==> src/rtl/sparce_mem_resp_pkg.sv <==
// Shared types and default sizes for the sparse address/data responder.
package sparceMemPkg;

    localparam int ADDR_WIDTH = 32;
    localparam int DATA_WIDTH = 32;
    localparam int ENTRIES    = 8;

    // Request opcodes; the fourth encoding is deliberately left undefined.
    typedef enum logic [1:0] {
        MEM_READ   = 2'd0,
        MEM_WRITE  = 2'd1,
        MEM_DELETE = 2'd2
    } mem_op_e;

    typedef enum logic [1:0] {
        OK   = 2'd0,
        MISS = 2'd1,
        FULL = 2'd2,
        ERR  = 2'd3
    } mem_status_e;

    typedef enum logic [1:0] {
        IDLE   = 2'd0,
        LOOKUP = 2'd1,
        RESP   = 2'd2
    } mem_state_e;

    // Index width for an n-entry table, never narrower than one bit.
    function automatic int idx_width(input int n);
        return (n > 1) ? $clog2(n) : 1;
    endfunction

endpackage

==> src/rtl/sparce_mem_cam.sv <==
// Combinational match and free-slot search over the tag table.
module sparce_mem_cam
    import sparceMemPkg::*;
#(
    parameter int ADDR_WIDTH = sparceMemPkg::ADDR_WIDTH,
    parameter int ENTRIES    = sparceMemPkg::ENTRIES,
    localparam int IDX_W     = idx_width(ENTRIES)
) (
    input  logic [ENTRIES-1:0]                 valid,
    input  logic [ENTRIES-1:0][ADDR_WIDTH-1:0] tags,
    input  logic [ADDR_WIDTH-1:0]              addr,
    output logic                               hit,
    output logic [IDX_W-1:0]                   hit_idx,
    output logic [IDX_W-1:0]                   free_idx,
    output logic                               full
);

    logic free_found_s;

    // Scan from index 0 upward so the first match and the lowest free slot win.
    always_comb begin
        hit          = 1'b0;
        hit_idx      = {IDX_W{1'b0}};
        free_idx     = {IDX_W{1'b0}};
        free_found_s = 1'b0;
        full         = &valid;
        for (int i = 0; i < ENTRIES; i++) begin
            if (!hit && valid[i] && (tags[i] == addr)) begin
                hit     = 1'b1;
                hit_idx = IDX_W'(i);
            end else begin
                hit     = hit;
            end
            if (!free_found_s && !valid[i]) begin
                free_found_s = 1'b1;
                free_idx     = IDX_W'(i);
            end else begin
                free_found_s = free_found_s;
            end
        end
    end

endmodule

==> src/rtl/sparce_mem_resp.sv <==
// Single-outstanding request responder over a small associative address/data table.
module sparce_mem_resp
    import sparceMemPkg::*;
#(
    parameter int ADDR_WIDTH = sparceMemPkg::ADDR_WIDTH,
    parameter int DATA_WIDTH = sparceMemPkg::DATA_WIDTH,
    parameter int ENTRIES    = sparceMemPkg::ENTRIES,
    localparam int IDX_W     = idx_width(ENTRIES),
    localparam int OCC_W     = $clog2(ENTRIES + 1)
) (
    input  logic                  clk,
    input  logic                  nrst,
    input  logic                  req_valid,
    output logic                  req_ready,
    input  logic [ADDR_WIDTH-1:0] req_addr,
    input  logic [DATA_WIDTH-1:0] req_data,
    input  mem_op_e               req_op,
    output logic                  rsp_valid,
    input  logic                  rsp_ready,
    output logic [DATA_WIDTH-1:0] rsp_data,
    output mem_status_e           rsp_status,
    output logic [OCC_W-1:0]      occupancy
);

    mem_state_e state_r;
    mem_state_e state_next_s;
    logic       ready_r;
    logic       accept_s;

    logic [ADDR_WIDTH-1:0] addr_r;
    logic [DATA_WIDTH-1:0] data_r;
    mem_op_e               op_r;

    logic [ENTRIES-1:0]                 valid_r;
    logic [ENTRIES-1:0][ADDR_WIDTH-1:0] tag_r;
    logic [ENTRIES-1:0][DATA_WIDTH-1:0] mem_r;
    logic [OCC_W-1:0]                   occ_r;

    logic                  rsp_valid_r;
    logic [DATA_WIDTH-1:0] rsp_data_r;
    mem_status_e           rsp_status_r;

    logic             hit_s;
    logic             full_s;
    logic [IDX_W-1:0] hit_idx_s;
    logic [IDX_W-1:0] free_idx_s;

    logic                  tbl_we_s;
    logic [IDX_W-1:0]      tbl_idx_s;
    logic                  set_valid_s;
    logic                  clr_valid_s;
    logic [DATA_WIDTH-1:0] rsp_data_next_s;
    mem_status_e           rsp_status_next_s;

    assign accept_s = req_valid && ready_r;

    sparce_mem_cam #(
        .ADDR_WIDTH (ADDR_WIDTH),
        .ENTRIES    (ENTRIES)
    ) u_cam (
        .valid    (valid_r),
        .tags     (tag_r),
        .addr     (addr_r),
        .hit      (hit_s),
        .hit_idx  (hit_idx_s),
        .free_idx (free_idx_s),
        .full     (full_s)
    );

    // FSM state register.
    always_ff @(posedge clk or negedge nrst) begin
        if (!nrst) begin
            state_r <= IDLE;
        end else begin
            state_r <= state_next_s;
        end
    end

    // FSM next-state logic.
    always_comb begin
        state_next_s = state_r;
        case (state_r)
            IDLE: begin
                if (accept_s) begin
                    state_next_s = LOOKUP;
                end else begin
                    state_next_s = IDLE;
                end
            end
            LOOKUP: state_next_s = RESP;
            RESP: begin
                if (rsp_valid_r && rsp_ready) begin
                    state_next_s = IDLE;
                end else begin
                    state_next_s = RESP;
                end
            end
            default: state_next_s = IDLE;
        endcase
    end

    // Decode the lookup result into table updates and the response to be latched.
    always_comb begin
        tbl_we_s          = 1'b0;
        tbl_idx_s         = hit_idx_s;
        set_valid_s       = 1'b0;
        clr_valid_s       = 1'b0;
        rsp_data_next_s   = {DATA_WIDTH{1'b0}};
        rsp_status_next_s = OK;
        if (state_r == LOOKUP) begin
            case (op_r)
                MEM_WRITE: begin
                    if (hit_s) begin
                        tbl_we_s        = 1'b1;
                        tbl_idx_s       = hit_idx_s;
                        rsp_data_next_s = data_r;
                    end else if (!full_s) begin
                        tbl_we_s        = 1'b1;
                        tbl_idx_s       = free_idx_s;
                        set_valid_s     = 1'b1;
                        rsp_data_next_s = data_r;
                    end else begin
                        rsp_status_next_s = FULL;
                    end
                end
                MEM_READ: begin
                    if (hit_s) begin
                        rsp_data_next_s = mem_r[hit_idx_s];
                    end else begin
                        rsp_status_next_s = MISS;
                    end
                end
                MEM_DELETE: begin
                    if (hit_s) begin
                        clr_valid_s     = 1'b1;
                        rsp_data_next_s = mem_r[hit_idx_s];
                    end else begin
                        rsp_status_next_s = MISS;
                    end
                end
                default: rsp_status_next_s = ERR;
            endcase
        end else begin
            rsp_status_next_s = OK;
        end
    end

    // Request ready is registered so it stays low until the first edge after reset.
    always_ff @(posedge clk or negedge nrst) begin
        if (!nrst) begin
            ready_r <= 1'b0;
        end else begin
            ready_r <= (state_next_s == IDLE);
        end
    end

    // Capture the request fields on the accepting edge.
    always_ff @(posedge clk or negedge nrst) begin
        if (!nrst) begin
            addr_r <= {ADDR_WIDTH{1'b0}};
            data_r <= {DATA_WIDTH{1'b0}};
            op_r   <= MEM_READ;
        end else if (accept_s) begin
            addr_r <= req_addr;
            data_r <= req_data;
            op_r   <= req_op;
        end else begin
            addr_r <= addr_r;
        end
    end

    // Table contents and occupancy change only on the LOOKUP->RESP edge.
    always_ff @(posedge clk or negedge nrst) begin
        if (!nrst) begin
            valid_r <= {ENTRIES{1'b0}};
            tag_r   <= {(ENTRIES*ADDR_WIDTH){1'b0}};
            mem_r   <= {(ENTRIES*DATA_WIDTH){1'b0}};
            occ_r   <= {OCC_W{1'b0}};
        end else begin
            if (tbl_we_s) begin
                tag_r[tbl_idx_s] <= addr_r;
                mem_r[tbl_idx_s] <= data_r;
            end else begin
                tag_r <= tag_r;
            end
            if (set_valid_s && (occ_r < OCC_W'(ENTRIES))) begin
                valid_r[tbl_idx_s] <= 1'b1;
                occ_r              <= occ_r + {{(OCC_W-1){1'b0}}, 1'b1};
            end else if (clr_valid_s && (occ_r != {OCC_W{1'b0}})) begin
                valid_r[tbl_idx_s] <= 1'b0;
                occ_r              <= occ_r - {{(OCC_W-1){1'b0}}, 1'b1};
            end else begin
                occ_r <= occ_r;
            end
        end
    end

    // Response registers: loaded leaving LOOKUP, held until the handshake in RESP.
    always_ff @(posedge clk or negedge nrst) begin
        if (!nrst) begin
            rsp_valid_r  <= 1'b0;
            rsp_data_r   <= {DATA_WIDTH{1'b0}};
            rsp_status_r <= OK;
        end else if (state_r == LOOKUP) begin
            rsp_valid_r  <= 1'b1;
            rsp_data_r   <= rsp_data_next_s;
            rsp_status_r <= rsp_status_next_s;
        end else if ((state_r == RESP) && rsp_ready) begin
            rsp_valid_r  <= 1'b0;
        end else begin
            rsp_valid_r  <= rsp_valid_r;
        end
    end

    assign req_ready  = ready_r;
    assign rsp_valid  = rsp_valid_r;
    assign rsp_data   = rsp_data_r;
    assign rsp_status = rsp_status_r;
    assign occupancy  = occ_r;

endmodule

==> config.mk <==
export PLATFORM = sky130hd
export DESIGN_NAME = sparce_mem_resp
export DESIGN_NICKNAME = d
export VERILOG_FILES = /design/src/rtl/sparce_mem_resp_pkg.sv /design/src/rtl/sparce_mem_cam.sv /design/src/rtl/sparce_mem_resp.sv
export SDC_FILE = /design/constraint.sdc
export NUM_CORES = 1
export LEC_CHECK = 0
export BUFFER_PORTS_ARGS = -buffer_cell sky130_fd_sc_hd__buf_2
export CAP_MARGIN = 20
export CELL_PAD_IN_SITES_DETAIL_PLACEMENT = 0
export CELL_PAD_IN_SITES_GLOBAL_PLACEMENT = 1
export CORE_MARGIN = 2
export CORE_UTILIZATION = 25
export CTS_BUF_LIST = sky130_fd_sc_hd__clkbuf_4
export CTS_CLUSTER_SIZE = 16
export DETAILED_ROUTE_END_ITERATION = 8
export PLACE_DENSITY = 0.46
export SETUP_SLACK_MARGIN = 0.05
export SLEW_MARGIN = 10
export SYNTH_ARGS = -nofsm -noshare
export SYNTH_HDL_FRONTEND = slang
export SYNTH_SLANG_ARGS = --single-unit
==> constraint.sdc <==
create_clock -name clk -period 10.4 [get_ports clk]
set_clock_uncertainty 0.2 [all_clocks]
set_input_delay 0.52 -clock clk [delete_from_list [all_inputs] [get_ports clk]]
set_output_delay 0.52 -clock clk [all_outputs]
set_load 0.03 [all_outputs]
==> metrics <==
result of the run=completed; max-slew violation count=0; fraction of layout instances using a drive strength above 1=38.4%; power dissipated by switching net loads=~1200 uW; placeable core region=120000 um2; All-Layer GR Usage=between 10% and 20%; leakage power summed over all cells=0.0191 uW; ports placed on the boundary=110; data required time of the worst path=11140 ps; number of warnings printed during yosys synthesis=0; largest net degree at the start of global routing=154; maximum clock rate=roughly 150 MHz; worst slew pin tran=1090 ps; aggregate global routing overflow=0; switching part of the total=24.0%; Worst-path clk slew=~60 ps; starting density of the core=25.2%; setup repair after global routing missed its margin=false; fraction of power consumed by sequential logic=between 40% and 50%; first-pass GRT wire length=140 mm; time the final worst path needs with I/O delays and setup=6660 ps; Row Count=127; mapped cell area=around 30000 um2; number of buffers inserted to repair setup after CTS=0; library cell occupying the most area in the post-synthesis netlist=dfrtp_1; share of the synthesized area in compound gates (AO/OA/AOI/OAI)=~7.9%; Util after Layout=30.4%; Filler Cell Count=about 12000; count of flip-flops with a built-in enable after synthesis=0; worst vdd ir=approximately 0.10 mV; share of synthesized area occupied by flip-flops and latches=52.0%; Fin Setup TNS=0 ps; Post-Syn Instances=between 2000 and 2500; Internal=roughly 3800 uW; average wire per cell in the routed design=~21 um; Die Height=between 300 and 400 um; startpoint-to-endpoint class of the critical path=flip-flop to flip-flop; Pwr Density=between 100 and 150 nW/um2; leading cell type by number of instances after synthesis=dfrtp_1; top post-synthesis cells by count=dfrtp_1, mux2_2, xor2_1; CTS Sinks=628; relative max-transition margin=~27%; Die X=352 um; Clock Latency Late Sink=~1100 ps; xor-xnor portion of the synthesized cell area=approximately 7.5%; per-instance average area after synthesis=about 13 um2; Nets=approximately 2700; initial antenna violation count=5; cells taking the most area after synthesis=dfrtp_1, mux2_2, xor2_1; Area Overhead vs Synth=20.5%; number of global-route vias before repair=roughly 21000; number of unique standard cell types used by synthesis=between 60 and 70; FF+latch area=15700 um2; DP Area=around 32000 um2; Max Cap Violations=0; clock tree root driver cell=clkbuf_4; Worst setup SP type=flip-flop; CTS tree=built; Longest Clk Path Bufs=3; synthesized flop and latch total=roughly 630; detailed placement HPWL=about 55 mm; number of CTS-inserted buffers=190; arrival time at the worst endpoint=about 7400 ps; area share of the leading cell type in the synthesized netlist=a little over half; Port Buffer Count=roughly 110; Final Cell Area=between 30000 and 40000 um2; Hold WC Path Type=flip-flop to flip-flop; endpoint class of the critical path=flip-flop; DRT antenna net count=0; Via density=approximately 4.6; drt first pass iters=5; dominant combinational cell family by area after synthesis=multiplexers; Primary FF master, synth=dfrtp_1; share of the clock period used by the worst path=about 64%; number of vias after detailed routing=between 20000 and 25000; Setup Viol. Count Final=0; nets in the synthesized netlist=2405; final estimated routing congestion in global placement=between 0.7 and 0.8; simple-gate share of the synthesized area=slightly above 5%; Worst Path Max Fanout=67; First DRT Iteration DRCs=slightly above 1000; total wire length after detailed routing=between 90 and 100 mm; multi-input logic area=between 10000 and 15000 um2; share of synthesized registers carrying an async set or reset=100%; DIE AREA=between 100000 and 150000 um2; H-tree lvl count=4; number of remaining DRC errors=0; relative contribution of the clock network to total power=49.0%; arithmetic-cell share of the synthesized area counting full adders, half adders and majority gates=less than 1%; count of final hold-check violations=0; part of the total power dissipated in combinational logic=about 2.2%; share of synthesized area spent on multiplexers=a little under a quarter
-- power groups by stage --
stage	Combinational, uW	Clock, uW	Sequential, uW
after global placement	73.6	0	2490
after floorplan	0.287	0	2490
after detailed placement	74.7	0	2490
after global routing	127	2720	2440
final	112	2450	2440
after CTS	116	2580	2440
-- layout make-up --
cell class / instances / share of cell area (%)
Timing Repair Buffer: 335 / 7.52
Clock inverter: 45 / 0.729
Tap cell: 1612 / 5.54
Inverter: 6 / 0.0619
Clock buffer: 287 / 5.92
Sequential cell: 628 / 43.2
Antenna cell: 4 / 0.0275
Multi-Input combinational cell: 1474 / 37.0
-- per-layer routing --
metal | GRT usage, % | vias up | routed length [um]
met3 | 3.06 | 186 | 4000
li1 | - | 9210 | -
met2 | 24.5 | 481 | 43500
met1 | 20.3 | 10500 | 43400
met5 | 0 | - | 13
met4 | 6.27 | 2 | 2790
-- worst paths after layout --
| kind | startpoint | slack (ps) | cells after the start | to |
|---|---|---|---|---|
| min in group asynchronous | nrst | 460 | 4 | occupancy[3]$_DFFE_PN0P_ |
| worst max-delay path | addr_r[7]$_DFFE_PN0P_ | 3740 | 11 | tag_r[93]$_DFFE_PN0P_ |
| max in group asynchronous | nrst | 7890 | 5 | data_r[2]$_DFFE_PN0P_ |
| worst min register to register | mem_r[155]$_DFFE_PN0P_ | 280 | 1 | mem_r[155]$_DFFE_PN0P_ |
| worst max register to register | addr_r[7]$_DFFE_PN0P_ | 3740 | 11 | tag_r[93]$_DFFE_PN0P_ |
| worst min-delay path | mem_r[155]$_DFFE_PN0P_ | 280 | 1 | mem_r[155]$_DFFE_PN0P_ |
-- cell families (layout without fill, tap and decap cells) --
group | count (synthesis) | count (layout)
buf+inv | 230 | 673
flops | 628 | 628
compound gates | 299 | 299
xor+xnor | 257 | 257
mux | 617 | 617
fa+ha+maj | 3 | 3
other cells | 0 | 4
simple gates | 298 | 298
-- registers in the layout, summed over array words and instances (netlist names), 2 cells and up, named ones only --
register	cells
data_r	32
occupancy	4
tag_r	256
rsp_status	2
op_r	2
rsp_data	32
addr_r	32
state_r	2
mem_r	256
-- cells in the final DEF (no fill, tap or decap), types with 37 or more instances in the layout --
cell type	n
a211o_1	62
buf_2	109
buf_4	55
clkbuf_4	288
dfrtp_1	628
dlygate4sd3_1	165
mux2_2	508
mux2_4	60
mux2i_1	37
nor2_1	103
nor3_1	40
nor4_1	42
xnor2_1	89
xor2_1	168
-- critical path, cell delays in order, from the launching register on --
cell,delay [ps]
dfrtp_1,870
xor2_1,150
nor4_1,760
nand4_1,320
or4_2,720
buf_4,340
nand4_1,480
or2_2,270
o22a_1,480
or3_4,780
buf_4,710
mux2_4,350
-- timing repair --
action,in CTS,in global routing
resized for setup,0,0
endpoints found under the hold margin,350,0
hold buffers,166,0
-- stage by stage --
step / hold slack (ps) / worst slack [ps] / std cells / total power [uW]
floorplan: 24.4 / 6590 / 2332 / 2490
global placement: 269 / 3610 / 3885 / 2560
detailed placement: 278 / 3560 / 3887 / 2560
CTS: 150 / 3510 / 4385 / 5130
global route: 268 / 3380 / 4389 / 5280
finish: 285 / 3740 / 4391 / 5010
No activity file was read; power rests on OpenSTA's default activity.
